**config.mk**
```make
export PLATFORM = sky130hd
export DESIGN_NAME = mlp_argmax_flat
export DESIGN_NICKNAME = d
export VERILOG_FILES = /design/src/rtl/mlp_pkg.sv /design/src/rtl/mlp_argmax_if.sv /design/src/rtl/mlp_top2_tracker.sv /design/src/rtl/mlp_argmax.sv /design/src/flat_wrapper.sv
export SDC_FILE = /design/constraint.sdc
export NUM_CORES = 1
export LEC_CHECK = 0
export CAP_MARGIN = 20
export CORE_MARGIN = 4
export CORE_UTILIZATION = 56
export DETAILED_ROUTE_END_ITERATION = 7
export GPL_ROUTABILITY_DRIVEN = 0
export PLACE_DENSITY = 0.8
export SLEW_MARGIN = 15
export SYNTH_ARGS = -nofsm -noshare
export SYNTH_HDL_FRONTEND = slang
export SYNTH_SLANG_ARGS = --single-unit
```
**constraint.sdc**
```tcl
create_clock -name clk -period 4 [get_ports clk]
set_input_delay 0.6 -clock clk [delete_from_list [all_inputs] [get_ports clk]]
set_output_delay 0.6 -clock clk [all_outputs]
set_load 0.05 [all_outputs]
```
**src/rtl/mlp_pkg.sv**
```systemverilog
// Shared constants and types for the MLP datapath blocks: data RAM region
// bases, activation format and the argmax scan state encoding.
package mlp_pkg;

  localparam int ACT_W = 8;

  // Data RAM regions: input vector, hidden-layer activations, output layer.
  localparam logic [9:0] DATA_IN_BASE  = 10'h000;
  localparam logic [9:0] DATA_A_BASE   = 10'h100;
  localparam logic [9:0] DATA_OUT_BASE = 10'h200;

  // Most negative signed activation; the neutral value for a max search.
  localparam logic [ACT_W-1:0] ACT_MIN = 8'h80;

  typedef enum logic [1:0] {
    ST_IDLE  = 2'd0,
    ST_READ  = 2'd1,
    ST_DRAIN = 2'd2,
    ST_OUT   = 2'd3
  } argmax_state_t;

  // Winner minus runner-up. As a 9-bit signed difference this is always in
  // 0..255 because best >= second, so the low 8 bits of the wrapped 8-bit
  // subtraction are already the exact unsigned result.
  function automatic logic [ACT_W-1:0] act_margin(input logic [ACT_W-1:0] best,
                                                  input logic [ACT_W-1:0] second);
    return best - second;
  endfunction

endpackage

```
**src/rtl/mlp_argmax_if.sv**
```systemverilog
// Data RAM read port B and result handshake between mlp_argmax and its
// surroundings. master = the argmax block, slave = RAM + result consumer.
interface mlp_argmax_if #(
  parameter int ADDR_W = 10,
  parameter int DATA_W = 8,
  parameter int IDX_W  = 8
);
  logic              rd_en;
  logic [ADDR_W-1:0] rd_addr;
  logic [DATA_W-1:0] rd_data;
  logic              res_valid;
  logic              res_ready;
  logic [IDX_W-1:0]  class_idx;
  logic [DATA_W-1:0] max_val;
  logic [7:0]        margin;

  modport master (
    output rd_en, rd_addr, res_valid, class_idx, max_val, margin,
    input  rd_data, res_ready
  );

  modport slave (
    input  rd_en, rd_addr, res_valid, class_idx, max_val, margin,
    output rd_data, res_ready
  );
endinterface

```
**src/rtl/mlp_top2_tracker.sv**
```systemverilog
// Running top-two tracker for signed activations: keeps the best value, its
// index and the runner-up. Strict greater-than keeps the lowest index on a
// tie, while an equal value still lands in the runner-up slot (margin 0).
module mlp_top2_tracker
  import mlp_pkg::*;
#(
  parameter int DATA_W = ACT_W,
  parameter int IDX_W  = 8
) (
  input  logic              clk,
  input  logic              reset,
  input  logic              clear,
  input  logic              smp_valid,
  input  logic [DATA_W-1:0] smp_val,
  input  logic [IDX_W-1:0]  smp_idx,
  output logic [DATA_W-1:0] best,
  output logic [DATA_W-1:0] second,
  output logic [IDX_W-1:0]  best_idx
);

  localparam logic [DATA_W-1:0] MIN_VAL = {1'b1, {(DATA_W-1){1'b0}}};

  // Clear at scan start, otherwise fold each valid sample into the top two.
  always_ff @(posedge clk or negedge reset) begin
    if (!reset) begin
      best     <= MIN_VAL;
      second   <= MIN_VAL;
      best_idx <= '0;
    end else if (clear) begin
      best     <= MIN_VAL;
      second   <= MIN_VAL;
      best_idx <= '0;
    end else if (smp_valid) begin
      if ($signed(smp_val) > $signed(best)) begin
        second   <= best;
        best     <= smp_val;
        best_idx <= smp_idx;
      end else if ($signed(smp_val) > $signed(second)) begin
        second <= smp_val;
      end
    end
  end

endmodule

```
**src/rtl/mlp_argmax.sv**
```systemverilog
// Output-layer argmax: on start, streams H activations out of the data RAM
// output region, tracks the top two, and presents winner index, value and
// confidence margin over a valid/ready handshake.
module mlp_argmax
  import mlp_pkg::*;
#(
  parameter int              ADDR_W    = 10,
  parameter int              DATA_W    = 8,
  parameter int              IDX_W     = 8,
  parameter logic [ADDR_W-1:0] BASE_ADDR = DATA_OUT_BASE
) (
  input  logic             clk,
  input  logic             reset,
  input  logic             start,
  input  logic [IDX_W-1:0] H,
  output logic             busy,
  output logic             empty_err,
  mlp_argmax_if.master     bus
);

  localparam logic [DATA_W-1:0] MIN_VAL = {1'b1, {(DATA_W-1){1'b0}}};
  localparam logic [IDX_W-1:0]  IDX_ONE = {{(IDX_W-1){1'b0}}, 1'b1};

  argmax_state_t     state;
  logic [IDX_W-1:0]  h_r;
  logic [IDX_W-1:0]  cnt;
  logic              rd_en_r;
  logic [ADDR_W-1:0] rd_addr_r;
  // Index tag travelling alongside the RAM latency: rd_en/cnt form the first
  // stage, tag_* the second, which lines up with rd_data.
  logic              tag_v;
  logic [IDX_W-1:0]  tag_idx;
  logic              busy_r;
  logic              res_valid_r;
  logic [IDX_W-1:0]  class_idx_r;
  logic [DATA_W-1:0] max_val_r;
  logic [7:0]        margin_r;
  logic              empty_err_r;

  logic              clear;
  logic [DATA_W-1:0] best;
  logic [DATA_W-1:0] second;
  logic [IDX_W-1:0]  best_idx;

  assign clear = (state == ST_IDLE) && start;

  mlp_top2_tracker #(
    .DATA_W (DATA_W),
    .IDX_W  (IDX_W)
  ) u_tracker (
    .clk       (clk),
    .reset     (reset),
    .clear     (clear),
    .smp_valid (tag_v),
    .smp_val   (bus.rd_data),
    .smp_idx   (tag_idx),
    .best      (best),
    .second    (second),
    .best_idx  (best_idx)
  );

  // Scan sequencer, tag pipeline and registered result/handshake outputs.
  always_ff @(posedge clk or negedge reset) begin
    if (!reset) begin
      state       <= ST_IDLE;
      h_r         <= '0;
      cnt         <= '0;
      rd_en_r     <= 1'b0;
      rd_addr_r   <= BASE_ADDR;
      tag_v       <= 1'b0;
      tag_idx     <= '0;
      busy_r      <= 1'b0;
      res_valid_r <= 1'b0;
      class_idx_r <= '0;
      max_val_r   <= MIN_VAL;
      margin_r    <= 8'd0;
      empty_err_r <= 1'b0;
    end else begin
      tag_v   <= rd_en_r;
      tag_idx <= cnt;
      case (state)
        ST_IDLE: begin
          if (start) begin
            h_r       <= H;
            cnt       <= '0;
            rd_addr_r <= BASE_ADDR;
            busy_r    <= 1'b1;
            if (H == '0) begin
              // Nothing to scan: flag the error and skip straight to output.
              rd_en_r     <= 1'b0;
              class_idx_r <= '1;
              max_val_r   <= MIN_VAL;
              margin_r    <= 8'd0;
              empty_err_r <= 1'b1;
              state       <= ST_OUT;
            end else begin
              rd_en_r <= 1'b1;
              state   <= ST_READ;
            end
          end
        end
        ST_READ: begin
          if (cnt == h_r - IDX_ONE) begin
            rd_en_r <= 1'b0;
            state   <= ST_DRAIN;
          end else begin
            cnt       <= cnt + IDX_ONE;
            rd_addr_r <= rd_addr_r + {{(ADDR_W-1){1'b0}}, 1'b1};
          end
        end
        ST_DRAIN: begin
          // The last sample is folded into the tracker on this same edge.
          if (tag_v && (tag_idx == h_r - IDX_ONE)) begin
            state <= ST_OUT;
          end
        end
        ST_OUT: begin
          if (!res_valid_r) begin
            res_valid_r <= 1'b1;
            if (!empty_err_r) begin
              class_idx_r <= best_idx;
              max_val_r   <= best;
              margin_r    <= act_margin(best, second);
            end
          end else if (bus.res_ready) begin
            res_valid_r <= 1'b0;
            busy_r      <= 1'b0;
            empty_err_r <= 1'b0;
            state       <= ST_IDLE;
          end
        end
        default: begin
          state <= ST_IDLE;
        end
      endcase
    end
  end

  assign busy          = busy_r;
  assign empty_err     = empty_err_r;
  assign bus.rd_en     = rd_en_r;
  assign bus.rd_addr   = rd_addr_r;
  assign bus.res_valid = res_valid_r;
  assign bus.class_idx = class_idx_r;
  assign bus.max_val   = max_val_r;
  assign bus.margin    = margin_r;

endmodule

```
**src/flat_wrapper.sv**
```systemverilog
// flat-port wrapper written by rule: the top's interface ports become plain ports
module mlp_argmax_flat import mlp_pkg::*;
#(
  parameter int              ADDR_W    = 10,
  parameter int              DATA_W    = 8,
  parameter int              IDX_W     = 8,
  parameter logic [ADDR_W-1:0] BASE_ADDR = DATA_OUT_BASE
)
  (clk, reset, start, H, busy, empty_err, bus_rd_en, bus_rd_addr, bus_res_valid, bus_class_idx, bus_max_val, bus_margin, bus_rd_data, bus_res_ready);
  mlp_argmax_if #(.ADDR_W(ADDR_W), .DATA_W(DATA_W), .IDX_W(IDX_W)) bus_i ();
  input  logic clk;
  input  logic reset;
  input  logic start;
  input  logic [IDX_W-1:0] H;
  output logic busy;
  output logic empty_err;
  output wire logic [$bits(bus_i.rd_en)-1:0] bus_rd_en;
  output wire logic [$bits(bus_i.rd_addr)-1:0] bus_rd_addr;
  output wire logic [$bits(bus_i.res_valid)-1:0] bus_res_valid;
  output wire logic [$bits(bus_i.class_idx)-1:0] bus_class_idx;
  output wire logic [$bits(bus_i.max_val)-1:0] bus_max_val;
  output wire logic [$bits(bus_i.margin)-1:0] bus_margin;
  input wire logic [$bits(bus_i.rd_data)-1:0] bus_rd_data;
  input wire logic [$bits(bus_i.res_ready)-1:0] bus_res_ready;
  assign bus_rd_en = bus_i.rd_en;
  assign bus_rd_addr = bus_i.rd_addr;
  assign bus_res_valid = bus_i.res_valid;
  assign bus_class_idx = bus_i.class_idx;
  assign bus_max_val = bus_i.max_val;
  assign bus_margin = bus_i.margin;
  assign bus_i.rd_data = bus_rd_data;
  assign bus_i.res_ready = bus_res_ready;
  mlp_argmax #(.ADDR_W(ADDR_W), .DATA_W(DATA_W), .IDX_W(IDX_W), .BASE_ADDR(BASE_ADDR)) u_core (.clk(clk), .reset(reset), .start(start), .H(H), .busy(busy), .empty_err(empty_err), .bus(bus_i));
endmodule
```
==> impl_metrics.yaml, run 1 <==
route:
  routed_wl_mm: 11.13
  viasPerCell: 5.947
  routedWlPerCell_um: 17.22
  firstDrtPassIters: 5
  ant_nets: 0
  vias: 3842
  drc: 0
  drt_iter0_drc: 202
global_route:
  grt_overflow_total: 0
  grt_pass1_wl_mm: 18.47
  grt_use_total_pct: 22.90
  first_global_vias: 3851
  antenna_found_initial: 0
  grt_start_max_net_pins: 62
cts:
  cts_setup_buffers: 0
  clk_pin_slew_ns: 0.10
  h-tree-depth: 3
  tritoncts: "yes"
  cts_buffers: 9
  hold_buffers: 0
  clock_path_buffers: 2
  clk_root_buffer_cell: "clkbuf_8"
  worstSkewPairLatency_ns: 0.36
  ctsResizeCount: 0
  clock_sink_count: 89
synthesis:
  synth_edf_count: 0
  synth_ff_type: "dfrtp_1"
  syn-mean-instance-area_um2: 9.997
  seq_area_frac_synth_pct: 46.13
  synthCells: 484
  yosysUniqueCellTypes: 59
  ys_warn_count: 0
  async_reset_ff_share_pct: 100.0
  netlist_area_mm2: 0.004838
  ys_ff_latch: 89
  synth_nets: 536
setup_path:
  arrival_ns: 3.48
  critPathMaxFanout: 12
  worstSetupStartpointType: "flop"
  worst_ep_required_time_ns: 4.29
  worstSetupPathType: "flop to flop"
  endpoint_kind: "flop"
layout:
  instances_no_fill: 646
  design_area_mm2: 0.005702
  layout_common_cells: "dfrtp_1, clkdlybuf4s50_1, nand2_1"
  num-fill-cells: 637
  diodes: 0
  final_core_util_pct: 68.70
  layout-drive-gt1-share_pct: 7.763
  area_growth_pct: 17.84
  layout_commonest_cell: "dfrtp_1"
  nNetsFinal: 588
timing:
  rsz0062_at_grt: "false"
  tightestPinTransition_ns: 0.8472
  slew_headroom_pct: 43.36
  maxSlewViolCount: 0
  hold_violations: 0
  whs_ns: 0.2965
  final.period_utilization_pct: 79.97
  post-route-min-period_ns: 3.199
  fin_skew_ns: 0.01480
  fmax_ghz: 0.3126
  setup_viol: 0
  finalSetupTns_ns: 0
power:
  powerDensity_mw_per_mm2: 813.0
  leakage_uw: 0.002615
  ir_worst_vdd_mv: 0.4251
job:
  drv_cap: 0
floorplan:
  ios: 58
  die_area_mm2: 0.01019
  dieHeight_um: 101.0
  die_w_um: 101.0
  rows: 33
  coreArea_mm2: 0.008299
  initial_core_util_pct: 58.30
worst_hold_path:
  hp-class: "input port to async pin"
place:
  dp_hpwl_mm: 8.029
  port_buffers: 57
  dpl.cell_count: 630
  placed_area_mm2: 0.005478
status:
  status: "finished, final reports clean"
cell families after synthesis:
| group | synth area share (%) |
|---|---|
| and+or+nand+nor | 14.87 |
| AOI/OAI and AO/OA | 17.33 |
| DFF | 46.13 |
| buffers and inverters | 4.654 |
| xor gates and xnor gates | 6.258 |
| adders and majority gates | 8.430 |
| muxes | 2.327 |
cell usage after synthesis, types with 3 or more instances:
| master | count | area [um2] |
|---|---|---|
| dfrtp_1 | 85 | 2127 |
| nand2_1 | 53 | 198.9 |
| inv_1 | 34 | 127.6 |
| o21ai_0 | 32 | 160.2 |
| ha_1 | 31 | 387.9 |
| nor2_1 | 30 | 112.6 |
| xnor2_1 | 19 | 166.4 |
| a22o_1 | 18 | 157.7 |
| a21oi_1 | 17 | 85.08 |
| nand3_1 | 16 | 80.08 |
| clkbuf_1 | 15 | 56.30 |
| xor2_1 | 13 | 113.9 |
| a21o_1 | 11 | 82.58 |
| a31oi_1 | 9 | 56.30 |
| mux2i_1 | 9 | 90.09 |
| nand4_1 | 8 | 50.05 |
| o22a_1 | 8 | 70.07 |
| and3_1 | 6 | 37.54 |
| dfstp_2 | 4 | 105.1 |
| nor4_1 | 4 | 25.02 |
| a31o_2 | 3 | 26.28 |
| buf_2 | 3 | 15.01 |
| nand2b_1 | 3 | 18.77 |
| nor2b_1 | 3 | 18.77 |
| o211ai_1 | 3 | 22.52 |
| o21ai_1 | 3 | 15.01 |
| o22ai_1 | 3 | 18.77 |
area by class of cell:
cell class | count | area, um2 | area share, %
clock buffers | 9 | 123.9 | 2.172
clock inverters | 7 | 100.1 | 1.756
inverters | 34 | 127.6 | 2.238
multi-input cells | 340 | 2381 | 41.76
flip-flops and latches | 89 | 2232 | 39.15
well taps | 105 | 131.4 | 2.304
repair buffers | 62 | 605.6 | 10.62
registers in the layout, summed over array words and instances (netlist names), 8 cells and up:
signal and cells:
u_core.bus.margin 8, u_core.bus.rd_addr 10, u_core.u_tracker.second 8, u_core.h_r 8
u_core.bus.class_idx 8, u_core.u_tracker.best_idx 8, u_core.tag_idx 8, u_core.cnt 8
u_core.u_tracker.best 8, u_core.bus.max_val 8
per-stage QoR:
step                      worst slack (ns)  total power (uW)
after floorplan                     0.9211              3287
after global placement              0.6145              3841
after detailed placement            0.4706              3938
after CTS                           0.8062              4653
after global routing                0.5532              4953
final                               0.8013              4636
final timing paths:
check                                      start                           end  slack [ns]  cells after the start
min in group clk                u_core.bus.rd_en                  u_core.tag_v        0.45                      0
worst max-delay path               u_core.h_r[0]         u_core.bus.rd_addr[7]        0.80                     10
worst max register to register     u_core.h_r[0]         u_core.bus.rd_addr[7]        0.80                     10
max in group asynchronous                  reset  u_core.u_tracker.best_idx[0]        2.82                      2
worst min-delay path                       reset          u_core.bus.margin[4]        0.30                      1
worst min register to register  u_core.bus.rd_en                  u_core.tag_v        0.45                      0
routing by layer:
metal / vias up / part of all wire (%) / routed length, um / global-route usage (%)
met5: - / 0 / 0 / 0
met4: 0 / 3.3 / 372 / 11.25
met3: 27 / 5.2 / 576 / 4.291
met2: 118 / 50 / 5534 / 38.68
met1: 1880 / 42 / 4642 / 28.06
li1: 1817 / - / - / -
where the power goes:
group / internal (uW) / switching (uW) / total, uW
logic: 1000 / 1470 / 2470
clock network: 359 / 342 / 700
registers: 1180 / 291 / 1470
worst max-delay path: stages, from the launching register on:
cell     delay, ns
dfrtp_1       0.46
inv_1         0.11
ha_1          0.28
or3b_2        0.51
nor3_1        0.19
xnor3_1       0.26
nor4b_4       0.15
nand4_2       0.24
nand2_2       0.19
or4_1         0.56
a21oi_1       0.17
Power figures use the tool's default switching activity.
==> inputs of run 2 (changes only) <==
==> constraint.sdc (replaced) <==
create_clock -name clk -period 3 [get_ports clk]
set_input_delay 0.45 -clock clk [delete_from_list [all_inputs] [get_ports clk]]
set_output_delay 0.45 -clock clk [all_outputs]
set_load 0.05 [all_outputs]
==> run 2 against run 1 <==
Routed wire length down 0.35%. Final cell count grew 2.3%. Sequential cell count did not move. Cell area rose by 1.0%. Largest cell class unchanged.
==> impl_metrics.yaml, run 2 (synthesis gave the netlist of run 1 again) <==
status:
  status: "finished, final reports clean"
floorplan:
  initial_core_util_pct: 58.30
  die_w_um: 101.0
  coreArea_mm2: 0.008299
  dieHeight_um: 101.0
  rows: 33
  die_area_mm2: 0.01019
  ios: 58
power:
  p_clk_share_pct: 12.0
  switching_power_uw: 2787
  p_sw_share_pct: 45.75
  comb_power_share_pct: 56.0
  ir_worst_vdd_mv: 0.5463
  power_frac_seq_pct: 32.0
  p_int_uw: 3304
  fin_total_pwr_uw: 6091
  powerDensity_mw_per_mm2: 1058
  leakage_uw: 0.002651
timing:
  fmax_ghz: 0.3468
  slew_headroom_pct: 30.19
  maxSlewViolCount: 0
  setup_viol: 0
  rsz0062_at_grt: "false"
  final.period_utilization_pct: 96.13
  hold_violations: 0
  fin_skew_ns: 0.01586
  post-route-min-period_ns: 2.884
  whs_ns: 0.1215
  tightestPinTransition_ns: 1.040
route:
  drt_iter0_drc: 165
  drc: 0
  wl_met3_um: 541
  top_layer: "met4"
  vias: 3859
  met2_length_mm: 5.647
  routedWlPerCell_um: 16.77
  wirelength_met1_mm: 4.716
  routed_wl_mm: 11.09
  viasPerCell: 5.838
  firstDrtPassIters: 4
  ant_nets: 0
cts:
  clk_root_buffer_cell: "clkbuf_8"
  clk_pin_slew_ns: 0.09
  cts_buffers: 9
  clock_sink_count: 89
  tritoncts: "yes"
  cts_setup_buffers: 0
  h-tree-depth: 3
  hold_buffers: 0
  clock_path_buffers: 2
  worstSkewPairLatency_ns: 0.36
layout:
  diodes: 0
  area_growth_pct: 19.03
  largest_reg_flops: 10
  nNetsFinal: 603
  layout-drive-gt1-share_pct: 9.892
  num-fill-cells: 633
  layout_commonest_cell: "dfrtp_1"
  layout_common_cells: "dfrtp_1, clkdlybuf4s50_1, nand2_1"
global_route:
  grt_use_total_pct: 22.76
  antenna_found_initial: 0
  first_global_vias: 3908
  grt_pass1_wl_mm: 18.46
  grt_overflow_total: 0
  grt_start_max_net_pins: 90
setup_path:
  arrival_ns: 3.17
  worstSetupPathType: "input port to flop"
  slowest_stage: "a2111oi_0"
  worstSetupStartpointType: "input port"
  cp_slowest_stage_delay_ns: 0.46
  r2r_slack_ns: 0.15
  worst_ep_required_time_ns: 3.28
  endpoint_kind: "flop"
  rr_worst_depth: 10
  path_cells: "clkdlybuf4s50_1 > ha_1 > a21o_1 > a2111oi_0 > o21ai_1 > a31o_2 > a21oi_2 > a21boi_0 > buf_4 > mux2i_1"
  critPathMaxFanout: 7
job:
  drv_cap: 0
place:
  port_buffers: 57
  dp_hpwl_mm: 8.205
worst_hold_path:
  hp-class: "input port to async pin"
[run 2: layout make-up]
cell class	instances	area, um2	area share [%]
clock buffers	12	135.1	2.346
clock inverters	4	28.78	0.4997
inverters	34	127.6	2.216
multi-input cells	340	2381	41.34
flip-flops and latches	89	2233	38.78
well taps	105	131.4	2.281
repair buffers	77	721.9	12.54
[run 2: per-layer routing]
layer | GRT usage, % | up-vias
li1 | - | 1844
met1 | 28.81 | 1886
met2 | 38.89 | 113
met3 | 3.599 | 16
met4 | 9.305 | 0
met5 | 0 | -
[run 2: timing repair]
item                                    4_1_cts  5_1_grt
endpoints found under the setup margin        0        2
hold endpoints to repair                      0        0
resized for setup                             0        1
[run 2: stage by stage]
step                      TNS (ns)  worst slack, ns  utilization, %  instance area (um2)  std cells
final                            0           0.1161           69.40                 5759        661
after global routing             0          0.01828           69.40                 5759        661
after CTS                        0           0.1258           69.34                 5754        661
after detailed placement    -1.250          -0.1949           67.36                 5590        645
after global placement     -0.4745         -0.06568           67.36                 5590        645
after floorplan                  0          0.07114               -                 4838        484
[run 2: path summary, 6_finish.rpt]
check,from,to
min,reset,u_core.bus.max_val[4]
min in group clk,u_core.bus.rd_en,u_core.tag_v
min reg2reg,u_core.bus.rd_en,u_core.tag_v
max in group asynchronous,reset,u_core.h_r[0]
max reg2reg,u_core.u_tracker.best[4],u_core.u_tracker.second[5]
max,bus_rd_data[4],u_core.u_tracker.second[5]
[run 2: critical path, delay by kind of cell]
family	cells	cell delay, ns
AOI/OAI and AO/OA	6	1.50
buffers and inverters	2	0.68
adders and majority gates	1	0.32
muxes	1	0.22
[run 2: power by group through the flow]
stage / Sequential, uW / Combinational [uW] / Clock, uW
after global routing: 2000 / 3710 / 787
after floorplan: 2330 / 2060 / 0
after detailed placement: 1970 / 3390 / 0
final: 1950 / 3410 / 730
after CTS: 1940 / 3420 / 748
after global placement: 1950 / 3280 / 0
